$ cat src/rtl/posit16_1_pkg.sv
// Shared constants and pipeline stage record for the posit<16,1> quire
// converter.
package posit16_1_pkg;

    localparam int QUIRE_W    = 128;
    localparam int QUIRE_FRAC = 56;
    localparam int N          = 16;
    localparam int ES         = 1;

    // Magnitude width: the sign bit is gone once the quire is made positive.
    localparam int PAY_W      = QUIRE_W - 1;
    // Fraction bits kept below the hidden bit after normalisation.
    localparam int FRAC_KEEP  = 70;

    localparam logic [15:0] MAXPOS = 16'h7FFF;
    localparam logic [15:0] MINPOS = 16'h0001;
    localparam logic [15:0] NAR    = 16'h8000;

    // Scale of the MSB position of the magnitude (bit PAY_W-1).
    localparam logic signed [7:0] SCALE_TOP = 8'sd70;
    localparam logic signed [7:0] SCALE_MAX = 8'sd28;
    localparam logic signed [7:0] SCALE_MIN = -8'sd28;

    typedef struct packed {
        logic             valid;
        logic             sow;
        logic             eow;
        logic             nar;
        logic             zero;
        logic             sign;
        logic [PAY_W-1:0] payload;
    } stage_t;

endpackage

$ cat src/rtl/quire16_1_to_posit_lzc128.sv
// Leading-zero counter over a 127-bit vector; all-zero input returns 127.
module lzc128 (
    input  logic [126:0] vec,
    output logic [6:0]   cnt
);

    // Scan upward so the highest set bit wins.
    always_comb begin
        cnt = 7'd127;
        for (int i = 0; i < 127; i++) begin
            if (vec[i]) cnt = 7'(126 - i);
        end
    end

endmodule

$ cat src/rtl/quire16_1_to_posit.sv
// 4-stage quire -> posit<16,1> converter with a single global stall.
// S1 capture/abs, S2 leading-zero count, S3 normalise, S4 encode and round.
module quire16_1_to_posit #(
    parameter int QUIRE_W = 128,
    parameter int N       = 16,
    parameter int ES      = 1
) (
    input  logic               tb_clk,
    input  logic               tb_reset_n,
    input  logic               rts_i,
    output logic               rtr_o,
    input  logic               sow_i,
    input  logic               eow_i,
    input  logic [QUIRE_W-1:0] data_i,
    output logic               rts_o,
    input  logic               rtr_i,
    output logic               sow_o,
    output logic               eow_o,
    output logic [N-1:0]       posit_o
);

    import posit16_1_pkg::*;

    localparam int BW = 16 + ES + FRAC_KEEP;

    logic                 en;
    stage_t               s1, s2, s3;
    logic [6:0]           lzc, s2_lzc;
    logic signed [7:0]    s2_scale, s3_scale;
    logic [FRAC_KEEP-1:0] frac_c;

    logic signed [4:0]    k;
    logic [ES-1:0]        e;
    logic [3:0]           nk;
    logic [15:0]          rg16;
    logic [4:0]           reg_len;
    logic [BW-1:0]        body;
    logic [14:0]          top;
    logic                 guard, sticky, inc;
    logic [15:0]          rnd, mag, res;

    // The whole pipe advances unless a valid result is being held back.
    assign en    = ~rts_o | rtr_i;
    assign rtr_o = en;

    // S1: capture, classify and take the absolute value.
    always_ff @(posedge tb_clk or negedge tb_reset_n) begin
        if (!tb_reset_n) begin
            s1 <= '0;
        end else if (en) begin
            s1.valid   <= rts_i;
            s1.sow     <= rts_i & sow_i;
            s1.eow     <= rts_i & eow_i;
            s1.nar     <= data_i == {1'b1, {(QUIRE_W-1){1'b0}}};
            s1.zero    <= data_i == '0;
            s1.sign    <= data_i[QUIRE_W-1];
            s1.payload <= PAY_W'(data_i[QUIRE_W-1] ? -data_i : data_i);
        end
    end

    lzc128 u_lzc (
        .vec (s1.payload),
        .cnt (lzc)
    );

    // S2: register the leading-zero count and the resulting binary scale.
    always_ff @(posedge tb_clk or negedge tb_reset_n) begin
        if (!tb_reset_n) begin
            s2       <= '0;
            s2_lzc   <= '0;
            s2_scale <= '0;
        end else if (en) begin
            s2       <= s1;
            s2_lzc   <= lzc;
            s2_scale <= SCALE_TOP - $signed({1'b0, lzc});
        end
    end

    // Shift out the leading zeros and the hidden bit; keep the top fraction bits.
    // Zero input wraps the shift amount, but zero bypasses the arithmetic.
    always_comb begin
        frac_c = FRAC_KEEP'((s2.payload << (s2_lzc + 7'd1)) >> (PAY_W - FRAC_KEEP));
    end

    // S3: register the normalised fraction, left-aligned in the payload.
    always_ff @(posedge tb_clk or negedge tb_reset_n) begin
        if (!tb_reset_n) begin
            s3       <= '0;
            s3_scale <= '0;
        end else if (en) begin
            s3         <= s2;
            s3.payload <= {frac_c, {(PAY_W-FRAC_KEEP){1'b0}}};
            s3_scale   <= s2_scale;
        end
    end

    // S4 datapath: build regime/exponent/fraction, round to nearest even,
    // saturate to maxpos/minpos and apply the sign.
    always_comb begin
        k       = 5'(s3_scale >>> ES);
        e       = s3_scale[ES-1:0];
        nk      = '0;
        rg16    = '0;
        reg_len = '0;
        if (!k[4]) begin
            rg16    = ~(16'hFFFF >> (k[3:0] + 4'd1));
            reg_len = {1'b0, k[3:0]} + 5'd2;
        end else begin
            nk      = 4'(-k);
            rg16    = 16'h8000 >> nk;
            reg_len = {1'b0, nk} + 5'd1;
        end
        body   = {rg16, {(BW-16){1'b0}}}
               | ({e, s3.payload[PAY_W-1 -: FRAC_KEEP], 16'd0} >> reg_len);
        top    = body[BW-1 -: 15];
        guard  = body[BW-16];
        sticky = (|body[BW-17:0]) | (|s3.payload[PAY_W-FRAC_KEEP-1:0]);
        inc    = guard & (top[0] | sticky);
        rnd    = {1'b0, top} + {15'd0, inc};
        if (s3_scale >= SCALE_MAX || rnd[15]) mag = MAXPOS;
        else if (s3_scale < SCALE_MIN)        mag = MINPOS;
        else                                  mag = rnd;
        if (s3.nar)       res = NAR;
        else if (s3.zero) res = '0;
        else if (s3.sign) res = -mag;
        else              res = mag;
    end

    // S4: output register, held while downstream stalls.
    always_ff @(posedge tb_clk or negedge tb_reset_n) begin
        if (!tb_reset_n) begin
            rts_o   <= 1'b0;
            sow_o   <= 1'b0;
            eow_o   <= 1'b0;
            posit_o <= '0;
        end else if (en) begin
            rts_o   <= s3.valid;
            sow_o   <= s3.sow;
            eow_o   <= s3.eow;
            posit_o <= N'(res);
        end
    end

endmodule

$ cat config.mk
export PLATFORM = sky130hd
export DESIGN_NAME = quire16_1_to_posit
export DESIGN_NICKNAME = d
export VERILOG_FILES = /design/src/rtl/posit16_1_pkg.sv /design/src/rtl/quire16_1_to_posit_lzc128.sv /design/src/rtl/quire16_1_to_posit.sv
export SDC_FILE = /design/constraint.sdc
export NUM_CORES = 2
export LEC_CHECK = 0
export CAP_MARGIN = 20
export CORE_UTILIZATION = 55
export CTS_CLUSTER_SIZE = 10
export DETAILED_ROUTE_END_ITERATION = 8
export HOLD_SLACK_MARGIN = 0.02
export PLACE_DENSITY = 0.72
export RECOVER_POWER = 100
export SLEW_MARGIN = 10
export SYNTH_ARGS = -nofsm -noshare
export SYNTH_HDL_FRONTEND = slang
export SYNTH_SLANG_ARGS = --single-unit
$ cat constraint.sdc
create_clock -name tb_clk -period 8.4 [get_ports tb_clk]
set_clock_uncertainty 0.2 [all_clocks]
set_input_delay 2.1 -clock tb_clk [delete_from_list [all_inputs] [get_ports tb_clk]]
set_output_delay 2.1 -clock tb_clk [all_outputs]
set_load 0.005 [all_outputs]
==> flow_summary.ini <==
[timing]
period_share_pct = 88.4
period_minus_slack_ns = 7.43
setup_violations = 0
maxSlewViolCount = 791
relSlewSlack_pct = -155
rsz0062_at_grt = no
finalHoldViolCount = 0
finalSetupTns_ns = 0
max_freq_ghz = 0.135
tightest_slew_ns = 3.83

[place]
io_buffers = 153
place_area_um2 = 32400
hpwl_um = 74900
gp_congestion = 0.999
place_inst = 4559

[setup_path]
r2r-start = s3_scale[1]
reg2reg_slack_ns = 0.99
slowest_stage = clkbuf_1
reg2reg_to = posit_o[7]
criticalPathCategory = in2reg
path_cells = dlygate4sd3_1, nor2b_1, clkbuf_1, clkbuf_4, o21ai_0
cp.arrival_ns = 7.61
crit_path_end_kind = flip-flop
startpoint_type = input port
reg2reg_depth = 18
crit_start = rtr_i
crit_fanout = 201
cp.required_ns = 8.58
worstSetupEndpoint = s1[4]
slowest_delay_ns = 2.25

[synthesis]
synthCells = 3908
synth_top_area_share_pct = 31.4
ys_warn_count = 0
synth_ff_type = dfrtp_1
syn_area_um2 = 30500
yosysSeqAreaShare_pct = 31.4
ys_ff_latch = 383
yosysTopAreaCell = dfrtp_1
synth_edf_count = 0
synth_nets = 4061
postSynthAreaPerCell_um2 = 7.81
ys_types = 98
ys_async_sr_fraction_pct = 100
synth.area.top_cells = dfrtp_1 31%, nand2_1 12%, mux4_2 9.0%

[grt]
grt_overflow = 0
grt_start_max_net_pins = 202
grt_pass1_vias = 27000
antenna_found_initial = 3
grt_pass1_wl_um = 157000
grt_use_total_pct = 34.9

[layout]
drive_gt1_share_pct = 7.19
syn2layout_area_growth_pct = 10.1
final_area_um2 = 33600
final_cells = 4622
fill_cells = 4957
num-nets-final = 4022
final_common_cell = nand2_1
multi_input_area_um2 = 19700
regArea_um2 = 9590
final_cell_mix = 996 x nand2_1, 382 x dfrtp_1, 379 x o21ai_0, 355 x nor2_1, 218 x a21oi_1

[clocking]
post_cts_resized = 0
root_buffer = clkbuf_16
cts_buffer_depth = 3
cts_made_buffers = 46
htree_levels = 2
clock_sinks = 383
clkLatencyLatePin_ns = 0.60
hold_buffers = 0
cts_tree = yes
clkTransAtPathRegs_ns = 0.06
post-cts-setup-buffers = 0

[route]
ant_nets = 0
drt_iter0_markers = 3560
wl_um = 99200
routedWlPerCell_um = 21.5
first_pass_iters = 6
vias = 29900
vias_per_cell = 6.46
drc_errors = 0

[job]
cap_viol_max_count = 7

[floorplan]
coreArea_um2 = 54300
initial_core_util_pct = 56.1
die_x_um = 238
ios = 154
die_h_um = 238
die-area_um2 = 56400
rows = 85

[pwr]
cellLeakagePower_nw = 13.5
ir_drop_mv = 0.370
powerDensity_nw_per_um2 = 491

[status]
violations = capacitance limit, slew limit
status = finished, violations left

[min_path]
hp-class = reg2reg
## layout make-up
type | count | share of cell area [%]
tap | 739 | 2.75
multi-input combinational | 3191 | 58.7
timing repair buffer | 194 | 5.54
sequential | 383 | 28.6
antenna | 2 | 0.0149
clock buffer | 52 | 3.59
inverter | 53 | 0.615
clock inverter | 8 | 0.283
## registers in the layout (all words and copies together) (netlist names)
| register | cells |
|---|---|
| rts_o | 1 |
| s3_scale | 8 |
| s1 | 133 |
| s2_scale | 7 |
| s3 | 76 |
| s2 | 133 |
| eow_o | 1 |
| s2_lzc | 7 |
| posit_o | 16 |
| sow_o | 1 |
## synthesized netlist by cell type (all sizes together), types with 31 or more instances
cell type	n
nor3	72
inv	51
nand2	996
xor2	118
nand3	92
mux2i	109
a211oi	51
o41ai	31
mux4	122
o21ai	381
a31oi	46
buf	57
xnor2	36
o31ai	43
clkbuf	224
nor2	356
a21oi	219
o211ai	56
nor4	56
dfrtp	383
## layer usage
metal	up-vias	GRT usage (%)	routed length, um
li1	14000	-	-
met1	14200	52.6	44600
met2	1426	50.8	42500
met3	201	5.99	8750
met4	2	11.3	3300
met5	-	0.606	40
## report_power, final
| group | total (mW) | internal [mW] | switching, mW |
|---|---|---|---|
| sequential | 3.81 | 2.63 | 1.18 |
| combinational | 10.9 | 4.17 | 6.72 |
| clock | 1.78 | 1.01 | 0.771 |
## how the worst min path moves through the flow
stage | from | endpoint | slack, ns | depth (start not counted)
after floorplan | s3[132] | s3[132] | 0.23 | 2
after global placement | s3[132] | s3[132] | 0.24 | 2
after detailed placement | s3[132] | s3[132] | 0.25 | 2
after CTS | s3[132] | rts_o | 0.26 | 1
after global routing | s3[132] | rts_o | 0.28 | 1
final | s3[132] | rts_o | 0.25 | 1
## per-stage QoR
step	utilization, %	power [mW]	worst slack, ns	hold slack (ns)
after global placement	59.7	14.3	1.50	0.241
after global routing	61.8	17.6	0.396	0.277
after CTS	62.0	16.2	1.28	0.260
final	61.8	16.5	0.971	0.253
after floorplan	-	11.1	2.46	0.230
after detailed placement	59.7	14.4	1.35	0.251
## critical path, delay by kind of cell
| kind | cells | cell delay [ns] |
|---|---|---|
| and+or+nand+nor | 1 | 0.37 |
| AOI/OAI and AO/OA | 1 | 0.33 |
| buffers and inverters | 3 | 4.52 |
## cells by family after synthesis
group,synth area share (%)
DFF,31.4
and+or+nand+nor,24.5
muxes,13.4
xor gates and xnor gates,4.47
AOI/OAI and AO/OA,21.0
buffers and inverters,4.31
adders and majority gates,0.812
Note: power is estimated with default switching activity, not from simulation.
